===== src/rtl/mem_port_arbiter_pkg.sv =====
// rtl/mem_port_arbiter_pkg.sv - shared encodings for the RAM port arbiter
package mem_port_arbiter_pkg;

    typedef enum logic [1:0] {
        ST_IDLE    = 2'd0,
        ST_WAIT    = 2'd1,
        ST_RESP    = 2'd2,
        ST_RECOVER = 2'd3
    } state_e;

    typedef enum logic {
        REQ_FETCH = 1'b0,
        REQ_DATA  = 1'b1
    } req_id_e;

    localparam logic [1:0] SZ_BYTE = 2'd0;
    localparam logic [1:0] SZ_HALF = 2'd1;
    localparam logic [1:0] SZ_WORD = 2'd2;

endpackage


===== src/rtl/mem_align_check.sv =====
// rtl/mem_align_check.sv - flags an address that is not naturally aligned for its access size
module mem_align_check
    import mem_port_arbiter_pkg::*;
(
    input  logic [1:0] i_size,
    input  logic [1:0] i_addr_lo,
    output logic       o_misaligned
);

    always_comb begin
        o_misaligned = 1'b0;
        case (i_size)
            SZ_BYTE: o_misaligned = 1'b0;
            SZ_HALF: o_misaligned = i_addr_lo[0];
            default: o_misaligned = |i_addr_lo;
        endcase
    end

endmodule


===== src/rtl/mem_port_arbiter.sv =====
// rtl/mem_port_arbiter.sv - round-robin fetch/data arbiter owning the single MFA/MFC RAM port
module mem_port_arbiter
    import mem_port_arbiter_pkg::*;
#(
    parameter int TIMEOUT_CYC = 64,
    parameter int CNT_W       = 7
) (
    input  logic        i_clk,
    input  logic        i_rst_n,
    input  logic        i_f_req,
    input  logic [31:0] i_f_addr,
    output logic        o_f_ack,
    output logic        o_f_err,
    input  logic        i_d_req,
    input  logic        i_d_we,
    input  logic [1:0]  i_d_size,
    input  logic [31:0] i_d_addr,
    input  logic [31:0] i_d_wdata,
    output logic        o_d_ack,
    output logic        o_d_err,
    output logic [31:0] o_rsp_rdata,
    output logic        o_mfa,
    output logic        o_mem_we,
    output logic [1:0]  o_mem_size,
    output logic [31:0] o_mem_addr,
    output logic [31:0] o_mem_wdata,
    input  logic [31:0] i_mem_rdata,
    input  logic        i_mfc,
    output logic        o_busy
);

    localparam logic [CNT_W-1:0] LP_TMO_LAST = CNT_W'(TIMEOUT_CYC - 1);

    state_e      r_state;
    req_id_e     r_last_grant;
    req_id_e     r_gnt;
    logic [CNT_W-1:0] r_cnt;
    logic        r_f_ack, r_f_err, r_d_ack, r_d_err;
    logic        r_mfa, r_mem_we;
    logic [1:0]  r_mem_size;
    logic [31:0] r_mem_addr, r_mem_wdata, r_rsp_rdata;

    logic        w_gnt_d;
    logic        w_any;
    logic        w_misaligned;
    logic [1:0]  w_sel_size;
    logic [31:0] w_sel_addr;
    req_id_e     w_gnt_id;

    // Data wins a tie only when fetch was the last one served; a stale MFC blocks new grants.
    assign w_gnt_d    = i_d_req & (~i_f_req | (r_last_grant == REQ_FETCH));
    assign w_any      = (i_f_req | i_d_req) & ~i_mfc;
    assign w_gnt_id   = w_gnt_d ? REQ_DATA : REQ_FETCH;
    assign w_sel_size = !w_gnt_d ? SZ_WORD : ((i_d_size == 2'd3) ? SZ_WORD : i_d_size);
    assign w_sel_addr = w_gnt_d ? i_d_addr : i_f_addr;

    mem_align_check u_align (
        .i_size       (w_sel_size),
        .i_addr_lo    (w_sel_addr[1:0]),
        .o_misaligned (w_misaligned)
    );

    always_ff @(posedge i_clk or negedge i_rst_n) begin
        if (!i_rst_n) begin
            r_state      <= ST_IDLE;
            r_last_grant <= REQ_DATA;
            r_gnt        <= REQ_FETCH;
            r_cnt        <= '0;
            r_f_ack      <= 1'b0;
            r_f_err      <= 1'b0;
            r_d_ack      <= 1'b0;
            r_d_err      <= 1'b0;
            r_mfa        <= 1'b0;
            r_mem_we     <= 1'b0;
            r_mem_size   <= 2'd0;
            r_mem_addr   <= '0;
            r_mem_wdata  <= '0;
            r_rsp_rdata  <= '0;
        end else begin
            r_f_ack <= 1'b0;
            r_f_err <= 1'b0;
            r_d_ack <= 1'b0;
            r_d_err <= 1'b0;
            case (r_state)
                ST_IDLE: begin
                    if (w_any) begin
                        r_last_grant <= w_gnt_id;
                        r_gnt        <= w_gnt_id;
                        if (w_misaligned) begin
                            r_f_ack <= ~w_gnt_d;
                            r_f_err <= ~w_gnt_d;
                            r_d_ack <= w_gnt_d;
                            r_d_err <= w_gnt_d;
                            r_state <= ST_RESP;
                        end else begin
                            r_mem_addr  <= w_sel_addr;
                            r_mem_size  <= w_sel_size;
                            r_mem_we    <= w_gnt_d & i_d_we;
                            r_mem_wdata <= w_gnt_d ? i_d_wdata : 32'd0;
                            r_mfa       <= 1'b1;
                            r_cnt       <= '0;
                            r_state     <= ST_WAIT;
                        end
                    end
                end
                ST_WAIT: begin
                    r_cnt <= r_cnt + CNT_W'(1);
                    if (i_mfc) begin
                        if (!r_mem_we) r_rsp_rdata <= i_mem_rdata;
                        r_mfa   <= 1'b0;
                        r_f_ack <= (r_gnt == REQ_FETCH);
                        r_d_ack <= (r_gnt == REQ_DATA);
                        r_state <= ST_RESP;
                    end else if (r_cnt == LP_TMO_LAST) begin
                        r_rsp_rdata <= '0;
                        r_mfa       <= 1'b0;
                        r_f_ack     <= (r_gnt == REQ_FETCH);
                        r_f_err     <= (r_gnt == REQ_FETCH);
                        r_d_ack     <= (r_gnt == REQ_DATA);
                        r_d_err     <= (r_gnt == REQ_DATA);
                        r_state     <= ST_RESP;
                    end
                end
                ST_RESP:    r_state <= i_mfc ? ST_RECOVER : ST_IDLE;
                ST_RECOVER: if (!i_mfc) r_state <= ST_IDLE;
                default:    r_state <= ST_IDLE;
            endcase
        end
    end

    assign o_f_ack     = r_f_ack;
    assign o_f_err     = r_f_err;
    assign o_d_ack     = r_d_ack;
    assign o_d_err     = r_d_err;
    assign o_rsp_rdata = r_rsp_rdata;
    assign o_mfa       = r_mfa;
    assign o_mem_we    = r_mem_we;
    assign o_mem_size  = r_mem_size;
    assign o_mem_addr  = r_mem_addr;
    assign o_mem_wdata = r_mem_wdata;
    assign o_busy      = (r_state != ST_IDLE);

endmodule


===== config.mk =====
export PLATFORM = sky130hd
export DESIGN_NAME = mem_port_arbiter
export DESIGN_NICKNAME = d
export VERILOG_FILES = /design/src/rtl/mem_port_arbiter_pkg.sv /design/src/rtl/mem_align_check.sv /design/src/rtl/mem_port_arbiter.sv
export SDC_FILE = /design/constraint.sdc
export NUM_CORES = 1
export LEC_CHECK = 0
export CAP_MARGIN = 10
export CORE_MARGIN = 1.5
export CORE_UTILIZATION = 37
export DETAILED_ROUTE_END_ITERATION = 10
export PLACE_DENSITY = 0.76
export SYNTH_ARGS = -nofsm -noshare
export SYNTH_HDL_FRONTEND = slang
export SYNTH_HIERARCHICAL = 1
export SYNTH_SLANG_ARGS = --single-unit
export TNS_END_PERCENT = 50

===== constraint.sdc =====
create_clock -name i_clk -period 2.2 [get_ports i_clk]
set_clock_uncertainty 0.05 [all_clocks]
set_input_delay 0.44 -clock i_clk [delete_from_list [all_inputs] [get_ports i_clk]]
set_output_delay 0.44 -clock i_clk [all_outputs]
set_load 0.01 [all_outputs]

==> metrics list <==
- Wire length of the first global-routing pass: 24,200 um
* Syn Std Cell Area: 0.00514 sq mm
* Sequential share of the synthesized area: between 50% and 60%
* Biggest area contributors in the synthesized netlist: sky130_fd_sc_hd__dfrtp_1, sky130_fd_sc_hd__a22o_1, sky130_fd_sc_hd__nand2_1, sky130_fd_sc_hd__o21ai_0, sky130_fd_sc_hd__mux2i_1
- Net switching fraction of the power: between 30 and 40%
* Ports: 241
* Total CTS buffers: 17
- For the worst setup path, the data required time is 2.43 ns.
* # DRC: 0
- In this run, distinct cell masters in the synthesized netlist total 41.
- Internal power contribution: 7.54 mW
- Pin count of the biggest net entering global routing: 65
- P_leak: around 3.8 nW
- The area growth from synthesis to layout is 67.6%.
* Clk network pwr share: 23.2%
- Data on the critical path arrives at its endpoint at 2.38 ns.
* Slowest stage delay, CP: 0.47 ns
- In this run the horizontal extent of the chip is 121 um.
- In this run the critical register-to-register path is captured at o_mem_addr[25]$_DFFE_PN0P_.
- For this run, asynchronously set or reset flops after synthesis account for between 90% and 100%.
- DRT antenna net count: 0
* Sw Pwr: between 3 and 4 mW
- Counting I/O delays and the setup requirement, the final critical path takes between 2 and 2.5 ns.
- Number of diodes: 0
- R2R cell count: 11
* Clk buf depth: 2
- STA classifies the critical path endpoint as a flip-flop.
- Portion of synthesized cell area occupied by the leading cell type: 55.5%
- The Yosys step of the flow raised 6 warnings.
- At the later pin of the worst-skew pair, clock insertion delay measures 0.41 ns.
- Hold Crit Start: o_mem_wdata[18]$_DFFE_PN0P_
- Most common cell after layout, fill and taps aside: sky130_fd_sc_hd__clkdlybuf4s50_1
- Counting every net in the synthesized netlist gives 626.
* Core footprint: 0.0134 sq mm
- Clk pin slew, worst setup/hold paths: 0.05 ns
- Synthesis produced 489 cells.
- The worst hold path was traced through 2 stages.
* Total Die Area: 0.0146 sq mm
* Commonest non-fill, non-tap cells in the layout: sky130_fd_sc_hd__clkdlybuf4s50_1, sky130_fd_sc_hd__dfrtp_1, sky130_fd_sc_hd__nand2_1
- The worst hold path terminates at o_mem_wdata[18]$_DFFE_PN0P_.
* Gate power share: 43.4%
- Detailed-route vias per instance: 5.12
- Period Utilization, post-route: 97.7%
* Nets@finish: 884
- Final core utilization: 64.3%
* Clock tree root driver cell: sky130_fd_sc_hd__clkbuf_16
* Worst Path Class, Setup: primary input to flip-flop
- Adding up every negative setup slack in the final design gives 0 ns.
- VDD sags by at most 0.772 mV.
- CP cell instances: clkdlybuf4s50_1 > a21bo_2 > nor2_2 > inv_1 > a21oi_1 > nor2_2 > inv_2 > nand3_4 > buf_12 > clkbuf_16 > nand2_1 > o21ai_0
- The number of antenna violations at the first check in global routing came to 0.
- Path category of the worst min-delay check: flip-flop to flip-flop
- Number of enable flip-flop cells after synthesis: 0
- Headroom to the max-slew limit: 58.6%
- The share of total power dissipated in sequential elements is 33.4%.
- The slowest stage of the critical path belongs to the cell sky130_fd_sc_hd__clkdlybuf4s50_1.
* Most common flop cell mapped by yosys: sky130_fd_sc_hd__dfrtp_1
- Count of TritonRoute iterations in the first routing pass: 4
- Outcome: completed
- For the pin with the worst max-slew slack, the measured transition is 0.620 ns.
- The max-slew violation count was 0.
- sky130_fd_sc_hd__dfrtp_1 takes more of the synthesized area than any other cell.
- Most frequent cell on the critical path: sky130_fd_sc_hd__nor2_2
- Based on the critical path, the design can be clocked at up to between 0.4 and 0.5 GHz.
- Post-Syn Area per Cell: ~11 sq um
* Final setup violation count: 0
* Drt initial violations: between 200 and 300
- Final Hold Viols: 0
- Max-cap violations in this run came to 0.
* Critical Path Source Type: primary input
* Avg WL per Cell: 17.2 um
* Sum of routed wire length over all layers: 16,100 um
- The H-tree generated during clock tree synthesis spans 4 levels.
- Largest driver fanout on the critical path: 31
* Half-perimeter wire length of the detailed placement result: 10,900 um
- Sinks on the clock net: roughly 120
- The critical path contains buffers and inverters numbering 5 combined.
- In this run the critical register-to-register path is launched from r_last_grant$_DFFE_PN1P_.
* Std cell rows: 42
- The cell family contributing the most delay on the critical path is buffers and inverters.
- Initial core utilization: about two fifths
* Final weighted congestion in routability-driven placement: 0.775
* Register bit count reported by yosys: between 100 and 150
- Worst-case register-to-register setup slack: 0.07 ns
- Number of global-route vias before repair: 4,853
- Of the cells placed in the final design, the portion with a size suffix greater than 1 is 10.7%.
- Input and output buffers added on the ports amount to 240.
* Power per cell area: 1300 mW/mm^2
* Height of the die: 121 um
- The final route contains around 4,800 vias.
- Total routing resource utilization after global routing: 21.5%
* CTS tree: done
* Congestion Overflow GR: 0
how the worst max path moves through the flow:
stage | startpoint | to | slack, ns | depth (start not counted)
2_1_floorplan | i_d_req | o_mem_size[0]$_DFFE_PN0P_ | 0.02 | 10
3_3_place_gp | i_d_req | r_cnt[1]$_DFFE_PN0P_ | -0.29 | 10
3_5_place_dp | i_d_req | o_mem_wdata[21]$_DFFE_PN0P_ | -0.36 | 10
4_1_cts | o_mem_we$_DFFE_PN0P_ | o_mem_we | 0.01 | 2
5_1_grt | r_last_grant$_DFFE_PN1P_ | o_mem_addr[12]$_DFFE_PN0P_ | -0.03 | 11
6_report | i_d_req | o_mem_addr[25]$_DFFE_PN0P_ | 0.05 | 12
per-layer routing:
layer,share of wire (%),up-vias,wire length (um),track usage [%]
met1,39,2315,6240,25.0
met5,0,-,0,0
li1,-,2253,-,-
met3,9.9,16,1590,9.30
met2,50,209,8060,36.5
met4,1.1,0,183,5.29
Yosys cell counts (3+ instances only):
master and n:
sky130_fd_sc_hd__dfrtp_1 114, sky130_fd_sc_hd__nand2_1 112, sky130_fd_sc_hd__o21ai_0 70, sky130_fd_sc_hd__a22o_1 64, sky130_fd_sc_hd__mux2i_1 32, sky130_fd_sc_hd__clkbuf_1 19, sky130_fd_sc_hd__buf_2 10, sky130_fd_sc_hd__nor2_1 8
sky130_fd_sc_hd__inv_1 5, sky130_fd_sc_hd__nor3_1 5, sky130_fd_sc_hd__a21oi_1 4, sky130_fd_sc_hd__buf_4 4, sky130_fd_sc_hd__o21a_1 4, sky130_fd_sc_hd__buf_6 3, sky130_fd_sc_hd__nand3_1 3, sky130_fd_sc_hd__o2bb2ai_1 3
power by group through the flow:
stage | Combinational (mW) | Clock (mW) | Sequential (mW)
6_report | 4.86 | 2.60 | 3.74
5_1_grt | 5.26 | 2.76 | 3.86
4_1_cts | 4.74 | 2.66 | 3.74
3_5_place_dp | 4.71 | 0 | 3.74
3_3_place_gp | 4.60 | 0 | 3.68
2_1_floorplan | 1.71 | 0 | 4.08
registers in the layout (all words and copies together), names as in the netlist:
signal	count
o_mem_wdata	32
o_mem_we	1
r_last_grant	1
r_gnt	1
o_f_err	1
o_f_ack	1
r_state	2
o_d_err	1
o_mem_size	2
o_rsp_rdata	32
o_mem_addr	32
o_d_ack	1
o_mfa	1
r_cnt	7
worst register-to-register path, stage by stage (launching register included):
cell	delay, ns
sky130_fd_sc_hd__dfstp_2	0.57
sky130_fd_sc_hd__a21bo_2	0.21
sky130_fd_sc_hd__nor2_2	0.07
sky130_fd_sc_hd__and2_1	0.18
sky130_fd_sc_hd__nor2_1	0.14
sky130_fd_sc_hd__nor2_2	0.07
sky130_fd_sc_hd__inv_2	0.10
sky130_fd_sc_hd__nand3_4	0.10
sky130_fd_sc_hd__buf_12	0.16
sky130_fd_sc_hd__clkbuf_16	0.19
sky130_fd_sc_hd__nand2_1	0.08
sky130_fd_sc_hd__o21ai_0	0.09
cell families after synthesis:
family,synth area share (%)
buffers and inverters,3.97
AO/OA/AOI/OAI,20.7
AND/OR/NAND/NOR,12.2
adder cells (fa/ha/maj),0.243
flip-flops,56.0
multiplexers,6.89
stage by stage:
stage          instances  hold WS, ns  worst slack (ns)  area [sq um]  total power [mW]
6_report             936        0.429            0.0503          8620              11.2
3_5_place_dp         892        0.372            -0.355          7820              8.45
4_1_cts              925        0.431            0.0115          8400              11.1
2_1_floorplan        489       0.0944            0.0170          5140              5.79
5_1_grt              936        0.454           -0.0312          8620              11.9
3_3_place_gp         892        0.368            -0.289          7820              8.29
what timing repair did:
action,4_1_cts,5_1_grt
setup buffers,0,2
setup endpoints to repair,2,74
cloned,0,8
endpoints found under the hold margin,31,0
resized for setup,2,10
hold buffers,1,0
pin swaps,0,1
area by class of cell:
class,instances,area (sq um)
clock buffers,22,454
clock inverters,10,109
fillers,1096,4780
inverters,5,18.8
multi-input cells,334,2080
flip-flops and latches,115,2880
well taps,176,220
repair buffers,274,2850
Note: power is estimated with default switching activity, not from simulation.
